--- src/rtl/lenet_ctrl_pkg.sv ---
// rtl/lenet_ctrl_pkg.sv - shared consumer FSM encodings, bank index type and start-delay default
package lenet_ctrl_pkg;

    typedef enum logic [1:0] {
        C_IDLE = 2'd0,
        C_WAIT = 2'd1,
        C_RUN  = 2'd2
    } cons_state_t;

    typedef logic bank_idx_t;

    localparam int START_DELAY_DEF = 3;
    localparam int START_TIMER_W   = 4;

endpackage

--- src/rtl/ifm_bank_scheduler_if.sv ---
// rtl/ifm_bank_scheduler_if.sv - producer/consumer bank handshake bundle
// stall_cycles is present only with IFM_BANK_SCHED_PERF_EN defined.
interface ifm_bank_scheduler_if #(
    parameter int FRAME_CNT_W = 3
`ifdef IFM_BANK_SCHED_PERF_EN
    ,
    parameter int PERF_CNT_W  = 16
`endif
);
    logic                   prod_done;
    logic                   prod_hold;
    logic                   prod_bank_sel;
    logic                   cons_start;
    logic                   cons_done;
    logic                   cons_bank_sel;
    logic                   cons_busy;
    logic [1:0]             bank_full;
    logic [FRAME_CNT_W-1:0] frames_consumed;
    logic                   layer_done;
    logic                   err_overrun;
`ifdef IFM_BANK_SCHED_PERF_EN
    logic [PERF_CNT_W-1:0]  stall_cycles;

    modport slave (
        input  prod_done, cons_done,
        output prod_hold, prod_bank_sel, cons_start, cons_bank_sel, cons_busy,
               bank_full, frames_consumed, layer_done, err_overrun, stall_cycles
    );
    modport master (
        output prod_done, cons_done,
        input  prod_hold, prod_bank_sel, cons_start, cons_bank_sel, cons_busy,
               bank_full, frames_consumed, layer_done, err_overrun, stall_cycles
    );
`else
    modport slave (
        input  prod_done, cons_done,
        output prod_hold, prod_bank_sel, cons_start, cons_bank_sel, cons_busy,
               bank_full, frames_consumed, layer_done, err_overrun
    );
    modport master (
        output prod_done, cons_done,
        input  prod_hold, prod_bank_sel, cons_start, cons_bank_sel, cons_busy,
               bank_full, frames_consumed, layer_done, err_overrun
    );
`endif
endinterface

--- src/rtl/ifm_bank_start_timer.sv ---
// rtl/ifm_bank_start_timer.sv - loadable down-counter holding at zero, with zero flag
module ifm_bank_start_timer #(
    parameter int W = 4
) (
    input  logic         clk,
    input  logic         reset,
    input  logic         i_load,
    input  logic [W-1:0] i_load_val,
    input  logic         i_en,
    output logic         o_zero
);

    logic [W-1:0] r_count;

    always_ff @(posedge clk or negedge reset) begin
        if (!reset) begin
            r_count <= '0;
        end else if (i_load) begin
            r_count <= i_load_val;
        end else if (i_en && (r_count != '0)) begin
            r_count <= r_count - W'(1);
        end
    end

    assign o_zero = (r_count == '0);

endmodule

--- src/rtl/ifm_bank_scheduler.sv ---
// rtl/ifm_bank_scheduler.sv - ping-pong IFM bank scheduler between producer and consumer layers
// Optional stall counter enabled by IFM_BANK_SCHED_PERF_EN.
module ifm_bank_scheduler
    import lenet_ctrl_pkg::*;
#(
    parameter int NUM_FRAMES  = 6,
    parameter int FRAME_CNT_W = $clog2(NUM_FRAMES + 1),
    parameter int START_DELAY = START_DELAY_DEF
`ifdef IFM_BANK_SCHED_PERF_EN
    ,
    parameter int PERF_CNT_W  = 16
`endif
) (
    input  logic                clk,
    input  logic                reset,
    ifm_bank_scheduler_if.slave bus
);

    localparam logic [START_TIMER_W-1:0] C_LOAD = START_TIMER_W'(START_DELAY - 1);
    localparam logic [FRAME_CNT_W-1:0]   C_LAST = FRAME_CNT_W'(NUM_FRAMES - 1);

    cons_state_t            r_state;
    cons_state_t            w_state_nxt;
    logic [1:0]             r_bank_full;
    logic [1:0]             w_bank_full_nxt;
    bank_idx_t              r_prod_sel;
    bank_idx_t              r_cons_sel;
    logic [FRAME_CNT_W-1:0] r_frames;
    logic                   r_layer_done;
    logic                   r_err;
    logic                   w_prod_hold;
    logic                   w_prod_acc;
    logic                   w_cons_acc;
    logic                   w_load;
    logic                   w_start;
    logic                   w_timer_zero;
    logic                   w_last;

    assign w_prod_hold = r_bank_full[r_prod_sel];
    assign w_prod_acc  = bus.prod_done & ~w_prod_hold;
    assign w_cons_acc  = bus.cons_done & (r_state == C_RUN);
    assign w_last      = (r_frames == C_LAST);

    ifm_bank_start_timer #(
        .W (START_TIMER_W)
    ) u_start_timer (
        .clk        (clk),
        .reset      (reset),
        .i_load     (w_load),
        .i_load_val (C_LOAD),
        .i_en       (r_state == C_WAIT),
        .o_zero     (w_timer_zero)
    );

    always_comb begin
        w_state_nxt = r_state;
        w_load      = 1'b0;
        w_start     = 1'b0;
        case (r_state)
            C_IDLE: begin
                if (r_bank_full[r_cons_sel]) begin
                    w_load      = 1'b1;
                    w_state_nxt = C_WAIT;
                end
            end
            C_WAIT: begin
                if (w_timer_zero) begin
                    w_start     = 1'b1;
                    w_state_nxt = C_RUN;
                end
            end
            C_RUN: begin
                if (bus.cons_done) begin
                    w_state_nxt = C_IDLE;
                end
            end
            default: w_state_nxt = C_IDLE;
        endcase
    end

    // A producer fill and a consumer drain in one cycle always hit different banks.
    always_comb begin
        w_bank_full_nxt = r_bank_full;
        if (w_prod_acc) begin
            w_bank_full_nxt[r_prod_sel] = 1'b1;
        end
        if (w_cons_acc) begin
            w_bank_full_nxt[r_cons_sel] = 1'b0;
        end
    end

    always_ff @(posedge clk or negedge reset) begin
        if (!reset) begin
            r_state      <= C_IDLE;
            r_bank_full  <= 2'b00;
            r_prod_sel   <= 1'b0;
            r_cons_sel   <= 1'b0;
            r_frames     <= '0;
            r_layer_done <= 1'b0;
            r_err        <= 1'b0;
        end else begin
            r_state      <= w_state_nxt;
            r_bank_full  <= w_bank_full_nxt;
            r_layer_done <= w_cons_acc & w_last;
            r_err        <= r_err | (bus.prod_done & w_prod_hold)
                                  | (bus.cons_done & (r_state != C_RUN));
            if (w_prod_acc) begin
                r_prod_sel <= ~r_prod_sel;
            end
            if (w_cons_acc) begin
                r_cons_sel <= ~r_cons_sel;
                r_frames   <= w_last ? '0 : r_frames + FRAME_CNT_W'(1);
            end
        end
    end

`ifdef IFM_BANK_SCHED_PERF_EN
    logic [PERF_CNT_W-1:0] r_stall;

    always_ff @(posedge clk or negedge reset) begin
        if (!reset) begin
            r_stall <= '0;
        end else if (r_layer_done) begin
            r_stall <= '0;
        end else if (w_prod_hold && (r_stall != '1)) begin
            r_stall <= r_stall + PERF_CNT_W'(1);
        end
    end

    assign bus.stall_cycles = r_stall;
`endif

    assign bus.prod_hold       = w_prod_hold;
    assign bus.prod_bank_sel   = r_prod_sel;
    assign bus.cons_start      = w_start;
    assign bus.cons_bank_sel   = r_cons_sel;
    assign bus.cons_busy       = (r_state == C_RUN);
    assign bus.bank_full       = r_bank_full;
    assign bus.frames_consumed = r_frames;
    assign bus.layer_done      = r_layer_done;
    assign bus.err_overrun     = r_err;

endmodule

--- src/flat_wrapper.sv ---
// flat-port wrapper written by rule: the top's interface ports become plain ports
module ifm_bank_scheduler_flat import lenet_ctrl_pkg::*;
#(
    parameter int NUM_FRAMES  = 6,
    parameter int FRAME_CNT_W = $clog2(NUM_FRAMES + 1),
    parameter int START_DELAY = START_DELAY_DEF

)
  (clk, reset, bus_prod_done, bus_cons_done, bus_prod_hold, bus_prod_bank_sel, bus_cons_start, bus_cons_bank_sel, bus_cons_busy, bus_bank_full, bus_frames_consumed, bus_layer_done, bus_err_overrun);
  ifm_bank_scheduler_if #(.FRAME_CNT_W(FRAME_CNT_W)) bus_i ();
  input  logic clk;
  input  logic reset;
  input wire logic [$bits(bus_i.prod_done)-1:0] bus_prod_done;
  input wire logic [$bits(bus_i.cons_done)-1:0] bus_cons_done;
  output wire logic [$bits(bus_i.prod_hold)-1:0] bus_prod_hold;
  output wire logic [$bits(bus_i.prod_bank_sel)-1:0] bus_prod_bank_sel;
  output wire logic [$bits(bus_i.cons_start)-1:0] bus_cons_start;
  output wire logic [$bits(bus_i.cons_bank_sel)-1:0] bus_cons_bank_sel;
  output wire logic [$bits(bus_i.cons_busy)-1:0] bus_cons_busy;
  output wire logic [$bits(bus_i.bank_full)-1:0] bus_bank_full;
  output wire logic [$bits(bus_i.frames_consumed)-1:0] bus_frames_consumed;
  output wire logic [$bits(bus_i.layer_done)-1:0] bus_layer_done;
  output wire logic [$bits(bus_i.err_overrun)-1:0] bus_err_overrun;
  assign bus_i.prod_done = bus_prod_done;
  assign bus_i.cons_done = bus_cons_done;
  assign bus_prod_hold = bus_i.prod_hold;
  assign bus_prod_bank_sel = bus_i.prod_bank_sel;
  assign bus_cons_start = bus_i.cons_start;
  assign bus_cons_bank_sel = bus_i.cons_bank_sel;
  assign bus_cons_busy = bus_i.cons_busy;
  assign bus_bank_full = bus_i.bank_full;
  assign bus_frames_consumed = bus_i.frames_consumed;
  assign bus_layer_done = bus_i.layer_done;
  assign bus_err_overrun = bus_i.err_overrun;
  ifm_bank_scheduler #(.NUM_FRAMES(NUM_FRAMES), .FRAME_CNT_W(FRAME_CNT_W), .START_DELAY(START_DELAY)) u_core (.clk(clk), .reset(reset), .bus(bus_i));
endmodule
--- config.mk ---
export PLATFORM = sky130hd
export DESIGN_NAME = ifm_bank_scheduler_flat
export DESIGN_NICKNAME = d
export VERILOG_FILES = /design/src/rtl/lenet_ctrl_pkg.sv /design/src/rtl/ifm_bank_scheduler_if.sv /design/src/rtl/ifm_bank_start_timer.sv /design/src/rtl/ifm_bank_scheduler.sv /design/src/flat_wrapper.sv
export SDC_FILE = /design/constraint.sdc
export NUM_CORES = 1
export LEC_CHECK = 0
export BUFFER_PORTS_ARGS = -buffer_cell sky130_fd_sc_hd__buf_2
export CAP_MARGIN = 0
export CORE_UTILIZATION = 50
export CTS_CLUSTER_DIAMETER = 200
export CTS_CLUSTER_SIZE = 24
export DETAILED_ROUTE_END_ITERATION = 16
export GPL_ROUTABILITY_DRIVEN = 0
export PLACE_DENSITY_LB_ADDON = 0.25
export SLEW_MARGIN = 20
export SYNTH_ARGS = -nofsm -noshare
export SYNTH_HDL_FRONTEND = slang
export SYNTH_SLANG_ARGS = --single-unit
--- constraint.sdc ---
create_clock -name clk -period 1.5 [get_ports clk]
set_input_delay 0.075 -clock clk [delete_from_list [all_inputs] [get_ports clk]]
set_output_delay 0.075 -clock clk [all_outputs]
set_load 0.02 [all_outputs]
# After elaboration in Yosys (flattened, before gate mapping)
# Cells that the tools add are included.
[word_totals] register_bits=15 inputBits=4 output_inout_bits=12 elab_cells=63
[op_classes] add_sub_neg=2 magnitude_cmp=4 eq_ne=7 muxes=21 bitwise=13 reduce_logical=8
[ops] op="two-way mux 1 bit" count=10
[ops] op="two-way mux 2 bit" count=5
[ops] op="two-way mux 4 bit" count=2
[ops] op="case mux 2 bit (3 select lines)" count=1
[ops] op="bitwise AND 1 bit" count=5
[ops] op="logical NOT 4 bit" count=1
[ops] op="< comparator 1 x 2 -> 1 bit (second input constant)" count=2
[ops] op="inequality test 2 x 1 -> 1 bit (second input constant)" count=2
[ops] op="inequality test 2 bit (second input constant)" count=2
[ops] op="nonzero test 4 bit" count=1
[ops] op="subtractor 4 x 1 -> 4 bit (second input constant)" count=1
[ops] op="adder 3 x 1 -> 3 bit (second input constant)" count=1
[ops] op="== test 3 bit (second input constant)" count=1
[ops] op="logical AND 1 bit" count=3
[ops] op="two-way mux 3 bit" count=1
[ops] op="inverter 1 bit" count=3
[ops] op="AND reduction 3 bit" count=1
[ops] op="bitwise AND 2 bit" count=1
[ops] op="demux 1 bit (select 1 bit)" count=2
[ops] op="== test 2 x 1 -> 1 bit (second input constant)" count=1
[ops] op="== test 2 bit (second input constant)" count=1
[ops] op="greater-or-equal comparator 1 bit (second input constant)" count=2
[ops] op="logical NOT 2 bit" count=1
[ops] op="inverter 2 bit" count=1
[ops] op="3 further kinds" count=4

# Depth between registers and ports, before layout
# Gate-level depths: netlist (run 1).
[depth] depth_word=8 depth_mapped=5 ltp_nobuf=5

# Cells and area by module
# Synthesis (run 1) repeated with hierarchy kept, for this count alone.
[unflattened] hier_cells=67 hier_area_um2=767.0
[modules_own_cells] module="ifm_bank_scheduler" instances=1 cells_each=40 area_each_um2=496.7 seq_area_each_um2=275.3
[modules_own_cells] module="ifm_bank_start_timer" instances=1 cells_each=27 area_each_um2=270.3 seq_area_each_um2=100.1

# Least setup slack after synthesis (run 1)
# No wires, ideal clock.
[synth_path] path_type="register to register" from="reg u_core.r_prod_sel (netlist: u_core.bus.prod_bank_sel)" to="reg u_core.r_err (netlist: u_core.bus.err_overrun)" setup_time_ps=126 arrival_ps=1272 path_slack_ps=101 stages_incl_launch_ff=3 synth_period_minus_slack_ps=1399 cell_sequence="dfrtp_1 mux2_2 a221o_1"
[synth_between] elab_chain_cells=5
[synth_rtl] item="start, declared" line="ifm_bank_scheduler.sv:26" text="bank_idx_t r_prod_sel;"
[synth_rtl] item="start signal, assigned" line="ifm_bank_scheduler.sv:108" text="r_prod_sel <= ~r_prod_sel;"
[synth_rtl] item="two-way mux 1 bit (not written as such) (2 in series)" line="ifm_bank_scheduler.sv:39" text="assign w_prod_hold = r_bank_full[r_prod_sel];"
[synth_rtl] item="named net bus_prod_hold" line="flat_wrapper.sv:15" text="output wire logic [$bits(bus_i.prod_hold)-1:0] bus_prod_hold;"
[synth_rtl] item="bitwise AND 1 bit" line="ifm_bank_scheduler.sv:105" text="r_err <= r_err | (bus.prod_done & w_prod_hold)"
[synth_rtl] item="OR 1 bit" line="ifm_bank_scheduler.sv:105"
[synth_rtl] item="OR 1 bit" line="ifm_bank_scheduler.sv:106" text="| (bus.cons_done & (r_state != C_RUN));"
[synth_rtl] item="end signal, assigned" line="ifm_bank_scheduler.sv:105"
[synth_rtl] item="end, declared" line="ifm_bank_scheduler.sv:30" text="logic r_err;"
# The timed path passes the listed nets, and every way through them passes these cells. The select of a mux whose other input is x is not followed.
# A chain may end at the register's enable or synchronous reset.

# Worst setup path after layout (run 1)
[layout_path] from="reg u_core.u_start_timer.r_count[0]" to="out bus_cons_start"
[layout_between] elab_chain_cells=3
[layout_rtl] item="start, declared" line="ifm_bank_start_timer.sv:13" text="logic [W-1:0] r_count;"
[layout_rtl] item="start signal, assigned" line="ifm_bank_start_timer.sv:19" text="r_count <= i_load_val;"
[layout_rtl] item="start signal, assigned" line="ifm_bank_start_timer.sv:21" text="r_count <= r_count - W'(1);"
[layout_rtl] item="logical NOT 4 bit" line="ifm_bank_start_timer.sv:25" text="assign o_zero = (r_count == '0);"
[layout_rtl] item="two-way mux 1 bit" line="ifm_bank_scheduler.sv:67" text="if (w_timer_zero) begin"
[layout_rtl] item="two-way mux 1 bit" line="ifm_bank_scheduler.sv:59" text="case (r_state)"
[layout_rtl] item="end, declared" line="flat_wrapper.sv:17" text="output wire logic [$bits(bus_i.cons_start)-1:0] bus_cons_start;"
# Every way passes these cells.

==> summary.txt, run 1 <==
Synthesis
  – Syn Nets: 69
  – Ys flop type: dfrtp_1
  – Mapped Cells: 64
  – Synth warnings: 0
  – Flops & latches, synth: 15
  – Synth cell types: 32
  – Syn avg cell area: between 10 and 15 um^2
  – Post-synth EDFFs: 0
  – Post-synthesis async set-or-reset flop share: 1.00
  – Seq/Total Area, Yosys: 0.523
  – Mapped cell area: just over 700 um^2

Timing
  – Crit share post-route: 1.00
  – Slew margin rel.: 0.779
  – Endpoints failing hold: 0
  – Slew @ Worst Pin: 0.332 ns
  – RSZ-0062 raised after global routing: true
  – Final Hold Slack: between 0.05 and 0.06 ns
  – Setup Skew: 0.00400 ns
  – Final worst slack: -0.00517 ns
  – Fin crit period: roughly 1.5 ns
  – Max frequency: roughly 660 MHz
  – Setup_tns: -0.00517 ns
  – Fin. max-slew vios: 0
  – Setup violations, final: 1

Status
  – Failing checks: negative setup slack
  – Status: complete, but fails checks

Finish
  – Register area: approximately 380 um^2
  – Final #Nets: slightly below 100
  – Most common cell after layout, fill and taps aside: dfrtp_1
  – Multi-input gate area: around 330 um^2
  – ANT cells: 0
  – Layout cells sized above 1: 0.413
  – # fillers: 96
  – Area delta synth->final: 30.7%
  – Most frequent cells in the layout: dfrtp_1, buf_2, buf_4, inv_1
  – Fin util: 0.712

Worst setup path
  – Worst endpoint required time: between 1 and 1.5 ns
  – Worst R2R End: u_core.r_state[1]
  – R2R Setup Slk: about 0.030 ns
  – Crit Path Category: reg -> out
  – Critical Path End: bus_cons_start
  – Reg-to-Reg Start: u_core.u_start_timer.r_count[0]
  – Startpoint types: flop
  – CP arrival: 1.43 ns
  – Critical path origin: u_core.u_start_timer.r_count[0]
  – R2R cell count: 8
  – CP Capture Type: output pin
  – CP max FO: 2

GRT
  – GR peak layer: met2
  – GR Util met2: 0.371
  – Initial antenna violation count: 0
  – First-pass GRT wire length: around 2300 um
  – GRT met1 Usage: 0.255
  – Total gr overflow: 0
  – Number of global-route vias before repair: 542
  – Met3 usage: 0.0568
  – Largest net degree at the start of global routing: 16
  – Total GRT Usage: 0.226

Place
  – Place WS: about 0.033 ns
  – Dpl hpwl: ~990 um
  – Port bufs: 15

Floorplan
  – Core ar.: 0.00132 mm^2
  – I/O Pins: 16
  – Site Rows: 13
  – Chip height: approximately 40 um
  – Full die area: between 0.0015 and 0.002 mm^2
  – Horiz. Die Dim: between 30 and 40 um
  – Starting Density: 0.545

Job
  – Total of max-cap violations: 0

Routing
  – Antenna-violating nets left: 0
  – DR iter-0 viols: 7
  – Vias/cell: roughly 5.6
  – Drt pass-1 iters: 3
  – Avg WL per Cell: around 14 um
  – DRC errors left: 0
  – Vias post-DR: around 600
  – Final WL: 1500 um

Pwr
  – Peak VDD IR: 0.00115 V
  – Leakage: around 0.44 nW
  – PD cells: just under 2000 mW/mm^2

Clock tree
  – Clk pin slew, worst setup/hold paths: about 0.090 ns
  – CTS tree: done
  – Clk sinks: 15
  – CTS Buf Count: 3
  – Skew-Pair Late Insertion Delay: 0.28 ns
  – Root Driver: clkbuf_4
  – H-tree levels: 1
  – Clock Tree Buf Depth: 2

Hold path
  – Hold Crit Class: in -> reg
  – HP Start: bus_prod_done
## logic make-up after synthesis
logic type / Yosys count / share of synthesized area
muxes: 3 / 0.0470
AOI/OAI and AO/OA: 18 / 0.185
and+or+nand+nor: 17 / 0.155
DFF: 15 / 0.523
adders and majority gates: 1 / 0.0174
buffers and inverters: 8 / 0.0488
xor gates and xnor gates: 2 / 0.0244
## critical path, stage by stage, from the launching register on
cell	delay, ns
dfrtp_1	0.40
inv_2	0.09
ha_4	0.13
nor3b_4	0.21
nand2_1	0.09
nor2_1	0.09
buf_4	0.15
## worst min-delay path by stage
stage	to	slack [ns]	cells after the start
after CTS	u_core.bus.err_overrun	0.04	2
after global routing	u_core.bus.err_overrun	0.04	2
after global placement	u_core.bus.prod_bank_sel	-0.005	1
after detailed placement	u_core.bus.prod_bank_sel	-0.002	1
after floorplan	u_core.bus.bank_full[0]	-0.22	0
final	u_core.bus.err_overrun	0.05	2
## registers in the layout, summed over array words and instances (netlist names)
register / cells
u_core.bus.bank_full: 2
u_core.bus.cons_bank_sel: 1
u_core.bus.err_overrun: 1
u_core.bus.frames_consumed: 3
u_core.bus.layer_done: 1
u_core.bus.prod_bank_sel: 1
u_core.r_state: 2
u_core.u_start_timer.r_count: 4
## synthesized netlist by cell type, drive strengths merged, types with 2 or more instances
cell   number  share of area
dfrtp      15           0.52
inv         6          0.031
mux2        3          0.047
nand2       3          0.016
nor3        3          0.021
o21ai       3          0.021
a21oi       2          0.014
a22o        2          0.024
buf         2          0.017
nor2        2          0.010
nor3b       2          0.028
o31ai       2          0.021
xnor2       2          0.024
## layer usage
| layer | routed length (um) | up-vias |
|---|---|---|
| li1 | - | 296 |
| met1 | 683 | 288 |
| met2 | 739 | 15 |
| met3 | 52 | 4 |
| met4 | 22 | 0 |
| met5 | 0 | - |
## timing repair
action / in CTS / in global routing
hold buffers: 1 / 0
endpoints found under the setup margin: 1 / 3
endpoints found under the hold margin: 15 / 0
buffers inserted: 7 / 1
pin swaps: 3 / 3
resized for setup: 6 / 1
## through the flow
stage | power [mW] | cells | area [um^2]
6_report | 1.86 | 107 | 938
5_1_grt | 2.02 | 107 | 938
4_1_cts | 1.83 | 106 | 926
3_5_place_dp | 1.42 | 94 | 815
3_3_place_gp | 1.40 | 94 | 815
2_1_floorplan | 1.22 | 64 | 718
## power by group
group | leakage, nW | internal, mW | total, mW | switching, mW
clock | 0.0177 | 0.0989 | 0.228 | 0.129
sequential | 0.177 | 0.540 | 0.730 | 0.190
combinational | 0.250 | 0.490 | 0.904 | 0.414
total | 0.445 | 1.13 | 1.86 | 0.732
## area by class of cell
cell class / instances / share of cell area
inverter: 6 / 0.0240
timing repair buffer: 26 / 0.173
tap: 15 / 0.0200
sequential: 15 / 0.400
multi-input combinational: 41 / 0.353
clock buffer: 3 / 0.0240
clock inverter: 1 / 0.00533
Note: power is estimated with default switching activity, not from simulation.
==> run 2: changes to the inputs <==
==> constraint.sdc (replaced) <==
create_clock -name clk -period 1.7 [get_ports clk]
set_input_delay 0.085 -clock clk [delete_from_list [all_inputs] [get_ports clk]]
set_output_delay 0.085 -clock clk [all_outputs]
set_load 0.02 [all_outputs]
==> summary.txt, run 2 (synthesis gave the netlist of run 1 again) <==
Status
  – Status: completed

Clock tree
  – CTS Buf Count: 3
  – Clk sinks: 15
  – Skew-Pair Late Insertion Delay: between 0.2 and 0.3 ns
  – Clk pin slew, worst setup/hold paths: 0.09 ns
  – Clock Tree Buf Depth: 2
  – H-tree levels: 1
  – CTS tree: done
  – Root Driver: clkbuf_4

Worst setup path
  – Crit Path Category: reg -> out
  – CP Capture Type: output pin
  – Startpoint types: flop
  – R2R Setup Slk: roughly 0.22 ns
  – CP arrival: around 1.5 ns
  – Worst endpoint required time: roughly 1.6 ns
  – Worst R2R End: u_core.u_start_timer.r_count[0]
  – R2R cell count: 6
  – CP max FO: 5
  – Reg-to-Reg Start: u_core.u_start_timer.r_count[0]

Pwr
  – Combinational group share of total power: 0.434
  – P_int: around 0.9 mW
  – Flop pwr share: 0.433
  – Switching power: between 0.6 and 0.7 mW
  – PD cells: 1730 mW/mm^2
  – Sw frac: 0.399
  – Clock Power Share: 0.133
  – Peak VDD IR: 0.000859 V
  – Leakage: ~0.41 nW

Floorplan
  – Full die area: about 0.0016 mm^2
  – I/O Pins: 16
  – Site Rows: 13
  – Chip height: approximately 40 um
  – Core ar.: about 0.0013 mm^2
  – Starting Density: 0.545
  – Horiz. Die Dim: 39.9 um

Routing
  – Vias/cell: 5.61
  – Avg WL per Cell: between 10 and 15 um
  – Vias post-DR: between 500 and 600
  – DRC errors left: 0
  – DR iter-0 viols: 11
  – Antenna-violating nets left: 0
  – Drt pass-1 iters: 4
  – Final WL: ~1300 um

Hold path
  – Hold endpoint: u_core.bus.bank_full[1]
  – HP Start: bus_cons_done
  – Hold Path Depth: 2
  – Hold Crit Class: in -> reg

Timing
  – Setup violations, final: 0
  – Crit share post-route: 0.931
  – Setup_tns: 0 ns
  – Slew margin rel.: 0.779
  – Max frequency: ~630 MHz
  – Final worst slack: about 0.12 ns
  – Fin. max-slew vios: 0
  – Slew @ Worst Pin: about 0.33 ns
  – Endpoints failing hold: 0
  – Fin crit period: about 1.6 ns
  – Setup Skew: ~0.0036 ns

Finish
  – Most common cell after layout, fill and taps aside: dfrtp_1
  – Most flops, register: u_core.u_start_timer.r_count
  – Multi-input gate area: 329 um^2
  – # fillers: approximately 110
  – ANT cells: 0
  – Area delta synth->final: 22.0%
  – Register area: about 380 um^2
  – Max reg flops: 4
  – Layout cells sized above 1: 0.357
  – Final #Nets: 90
  – Fin util: 0.665
  – Most frequent cells in the layout: dfrtp_1, buf_2, inv_1

Job
  – Total of max-cap violations: 0

GRT
  – Initial antenna violation count: 0
  – Total GRT Usage: 0.182
  – Number of global-route vias before repair: between 400 and 500
  – First-pass GRT wire length: about 1800 um
  – Largest net degree at the start of global routing: 16
  – Total gr overflow: 0

Place
  – Place WS: between 0.15 and 0.2 ns
  – Dpl hpwl: a little under 900 um
  – Port bufs: 15
run 2: changes by cell type in the layout (fill, tap and decap cells not counted), sizes merged:
cell / delta
buf: -8
run 2: area by class of cell:
type,count,area share
sequential,15,0.429
clock inverter,1,0.00571
clock buffer,3,0.0257
inverter,6,0.0257
multi-input combinational,41,0.376
tap,15,0.0214
timing repair buffer,18,0.117
run 2: layer usage:
metal | GRT usage | routed length, um
met3 | 0.0341 | 60
met2 | 0.266 | 575
met4 | 0.129 | 12
met5 | 0 | 0
met1 | 0.237 | 639
run 2: how the worst max path moves through the flow:
stage,start,end,slack (ns),cells past startpoint
final,u_core.u_start_timer.r_count[0],bus_cons_start,0.12,6
after global placement,u_core.u_start_timer.r_count[0],bus_cons_start,0.23,6
after global routing,u_core.u_start_timer.r_count[1],bus_cons_start,-0.004,6
after CTS,u_core.u_start_timer.r_count[0],bus_cons_start,0.02,6
after floorplan,u_core.bus.prod_bank_sel,u_core.bus.err_overrun,0.30,2
after detailed placement,u_core.u_start_timer.r_count[0],bus_cons_start,0.19,6
run 2: power groups by stage:
| stage | sequential [mW] | combinational, mW | clock, mW |
|---|---|---|---|
| 2_1_floorplan | 0.652 | 0.422 | 0 |
| 3_3_place_gp | 0.646 | 0.552 | 0 |
| 3_5_place_dp | 0.653 | 0.562 | 0 |
| 4_1_cts | 0.653 | 0.598 | 0.207 |
| 5_1_grt | 0.680 | 0.739 | 0.220 |
| 6_report | 0.656 | 0.657 | 0.202 |
run 2: what timing repair did:
item / in CTS / in global routing
endpoints found under the setup margin: 1 / 1
pin swaps: 0 / 1
gates cloned: 0 / 0
gates resized for setup: 2 / 5
setup buffers: 1 / 1
endpoints found under the hold margin: 15 / 0
hold buffers: 1 / 0
run 2: through the flow:
step	std cells	instance area, um^2	hold slack, ns	total power [mW]
after detailed placement	92	800	0.00175	1.21
after global routing	99	876	0.0728	1.64
final	99	876	0.0637	1.52
after CTS	98	853	0.0574	1.46
after floorplan	64	718	-0.211	1.07
after global placement	92	800	0.00398	1.20
run 2: worst max-delay path, cell delays in order (launching register included):
cell and delay (ns):
dfrtp_1 0.42, inv_2 0.09, ha_4 0.16, nor3b_4 0.21, nand2_2 0.08, nor2_1 0.12
buf_4 0.15
==> run 3: changes to the inputs <==
--- a/config.mk
+++ b/config.mk
@@ -5,13 +5,15 @@
 export SDC_FILE = /design/constraint.sdc
 export NUM_CORES = 1
 export LEC_CHECK = 0
+export ABC_AREA = 1
 export BUFFER_PORTS_ARGS = -buffer_cell sky130_fd_sc_hd__buf_2
 export CAP_MARGIN = 0
-export CORE_UTILIZATION = 50
+export CORE_UTILIZATION = 51
 export CTS_CLUSTER_DIAMETER = 200
 export CTS_CLUSTER_SIZE = 24
 export DETAILED_ROUTE_END_ITERATION = 16
 export GPL_ROUTABILITY_DRIVEN = 0
+export HOLD_SLACK_MARGIN = 0.12
 export PLACE_DENSITY_LB_ADDON = 0.25
 export SLEW_MARGIN = 20
 export SYNTH_ARGS = -nofsm -noshare
==> summary.txt, run 3 <==
Finish
  – Most common cell after layout, fill and taps aside: nand2_1
  – Most flops, register: u_core.u_start_timer.r_count
  – Final #Nets: between 100 and 150
  – Fin util: 0.677
  – Most frequent cells in the layout: nand2_1, buf_2, dfrtp_1, inv_1, nand3_1
  – Area delta synth->final: 19.7%
  – Layout cells sized above 1: 0.291
  – Max reg flops: 4
  – ANT cells: 0
  – Post-route cell area: approximately 910 um^2

GRT
  – Largest net degree at the start of global routing: 16
  – Number of global-route vias before repair: roughly 500
  – Total GRT Usage: 0.196
  – Initial antenna violation count: 0
  – First-pass GRT wire length: about 2000 um
  – Total gr overflow: 0

Worst setup path
  – CP arrival: ~1.3 ns
  – CP max FO: 4
  – R2R cell count: 7
  – Worst endpoint required time: 1.62 ns
  – CP Capture Type: output pin
  – R2R Setup Slk: 0.50 ns
  – Crit Path Category: reg -> out
  – Startpoint types: flop

Timing
  – Fin crit period: roughly 1.4 ns
  – RSZ-0062 raised after global routing: false
  – Setup_tns: 0 ns
  – Endpoints failing hold: 0
  – Final worst slack: between 0.2 and 0.3 ns
  – Setup Skew: 0.00372 ns
  – Fin. max-slew vios: 0
  – Setup violations, final: 0
  – Crit share post-route: 0.841
  – Slew @ Worst Pin: between 0.3 and 0.4 ns
  – Final Hold Slack: approximately 0.23 ns
  – Slew margin rel.: 0.775
  – Max frequency: ~700 MHz

Floorplan
  – Chip height: approximately 41 um
  – I/O Pins: 16
  – Full die area: ~0.0017 mm^2
  – Core ar.: approximately 0.0014 mm^2
  – Site Rows: 13
  – Starting Density: 0.565
  – Horiz. Die Dim: ~41 um

Synthesis
  – Ys flop type: dfrtp_1
  – Post-synthesis xor/xnor area fraction: 0.0344
  – Mapped Cells: 88
  – Syn avg cell area: between 8 and 9 um^2
  – Cell with the most instances after synthesis: nand2_1
  – Flops & latches, synth: 15
  – Synth warnings: 0
  – Main combinational cell family by area after synthesis: simple AND/OR/NAND/NOR gates
  – Post-synthesis async set-or-reset flop share: 1.00
  – Synth cell types: 21
  – Post-Synth Simple-Gate Area: 0.279
  – Post-synth EDFFs: 0
  – Mux contribution to synthesized area: 0
  – Synth Area in Adders: 0.0164
  – Synth Area in Compound Gates: 0.0918
  – Cell taking the most area after synthesis: dfrtp_1
  – Synth top cells by count: nand2_1, dfrtp_1, inv_1, nand3_1, nor2_1
  – Syn Nets: 93
  – Top post-synthesis cells by area: dfrtp_1, nand2_1, nand3_1
  – Seq/Total Area, Yosys: 0.492
  – Mapped cell area: 763 um^2
  – Top cell type's share of synthesized area: 0.492

Place
  – Placed cell areas: between 800 and 900 um^2
  – Place WS: between 0.5 and 0.6 ns
  – Dpl hpwl: 990 um
  – Port bufs: 15

Clock tree
  – Clock Tree Buf Depth: 2
  – CTS Buf Count: 3
  – H-tree levels: 1
  – CTS resizes: 0
  – Skew-Pair Late Insertion Delay: around 0.28 ns
  – CTS tree: done
  – Root Driver: clkbuf_4
  – Clk sinks: 15
  – Clk pin slew, worst setup/hold paths: around 0.09 ns

Routing
  – Drt pass-1 iters: 4
  – Vias/cell: around 5.0
  – DRC errors left: 0
  – Vias post-DR: roughly 620
  – Avg WL per Cell: 10.7 um
  – DR iter-0 viols: 18
  – Antenna-violating nets left: 0
  – Final WL: 1340 um

Pwr
  – Leakage: roughly 0.51 nW
  – Peak VDD IR: 0.00111 V
  – PD cells: around 2000 mW/mm^2

Hold path
  – Hold Crit Class: in -> async

Job
  – Total of max-cap violations: 0

Status
  – Status: completed
[run 3: cell count changes in the layout (fill, tap and decap cells not counted), moves of 3 or more]
cell | before | now
nor2_1 | 2 | 5
nor3_1 | 3 | 0
nand3_1 | 0 | 10
inv_1 | 4 | 12
mux2_2 | 3 | 0
buf_4 | 3 | 0
o21ai_1 | 0 | 4
xor2_1 | 0 | 3
nand2_1 | 2 | 16
[run 3: critical path: stages, from the launching register on]
cell     delay, ns
dfrtp_1       0.38
inv_1         0.12
ha_1          0.24
nand2_4       0.08
nor2_1        0.08
buf_2         0.16
[run 3: worst paths after layout]
kind | start | to
worst min-delay path | reset | u_core.bus.prod_bank_sel
worst max-delay path | u_core.u_start_timer.r_count[0] | bus_cons_start
worst max register to register | u_core.u_start_timer.r_count[0] | u_core.u_start_timer.r_count[1]
worst min register to register | u_core.bus.err_overrun | u_core.bus.err_overrun
max in group asynchronous | reset | u_core.u_start_timer.r_count[3]
min in group clk | u_core.bus.err_overrun | u_core.bus.err_overrun
[run 3: through the flow]
step	total power [mW]	instances
global route	2.01	125
CTS	1.84	125
finish	1.83	125
floorplan	1.38	88
global placement	1.59	118
detailed placement	1.63	118
[run 3: repair_timing]
item	4_1_cts	5_1_grt
hold buffers	3	0
buffers inserted	0	0
endpoints found under the hold margin	18	0
[run 3: kinds of logic (layout without fill, tap and decap cells)]
logic type	count (synthesis)	in the layout
AOI/OAI and AO/OA	12	12
xor gates and xnor gates	3	3
adders and majority gates	1	1
buffers and inverters	17	39
DFF	15	15
and+or+nand+nor	40	40
[run 3: power by group]
part / switching (mW) / internal [mW]
Sequential: 0.152 / 0.503
Combinational: 0.631 / 0.343
Clock: 0.108 / 0.0910
[run 3: layout make-up]
type | count | area, um^2
well taps | 15 | 18.8
clock buffers | 4 | 26.3
inverters | 17 | 66.3
multi-input cells | 56 | 322
repair buffers | 18 | 105
flip-flops and latches | 15 | 375
fillers | 107 | 437
[run 3: layer usage]
layer / track usage / wire, um
met5: 0 / 0
met2: 0.313 / 649
met3: 0.0652 / 45
met1: 0.223 / 622
met4: 0.125 / 23
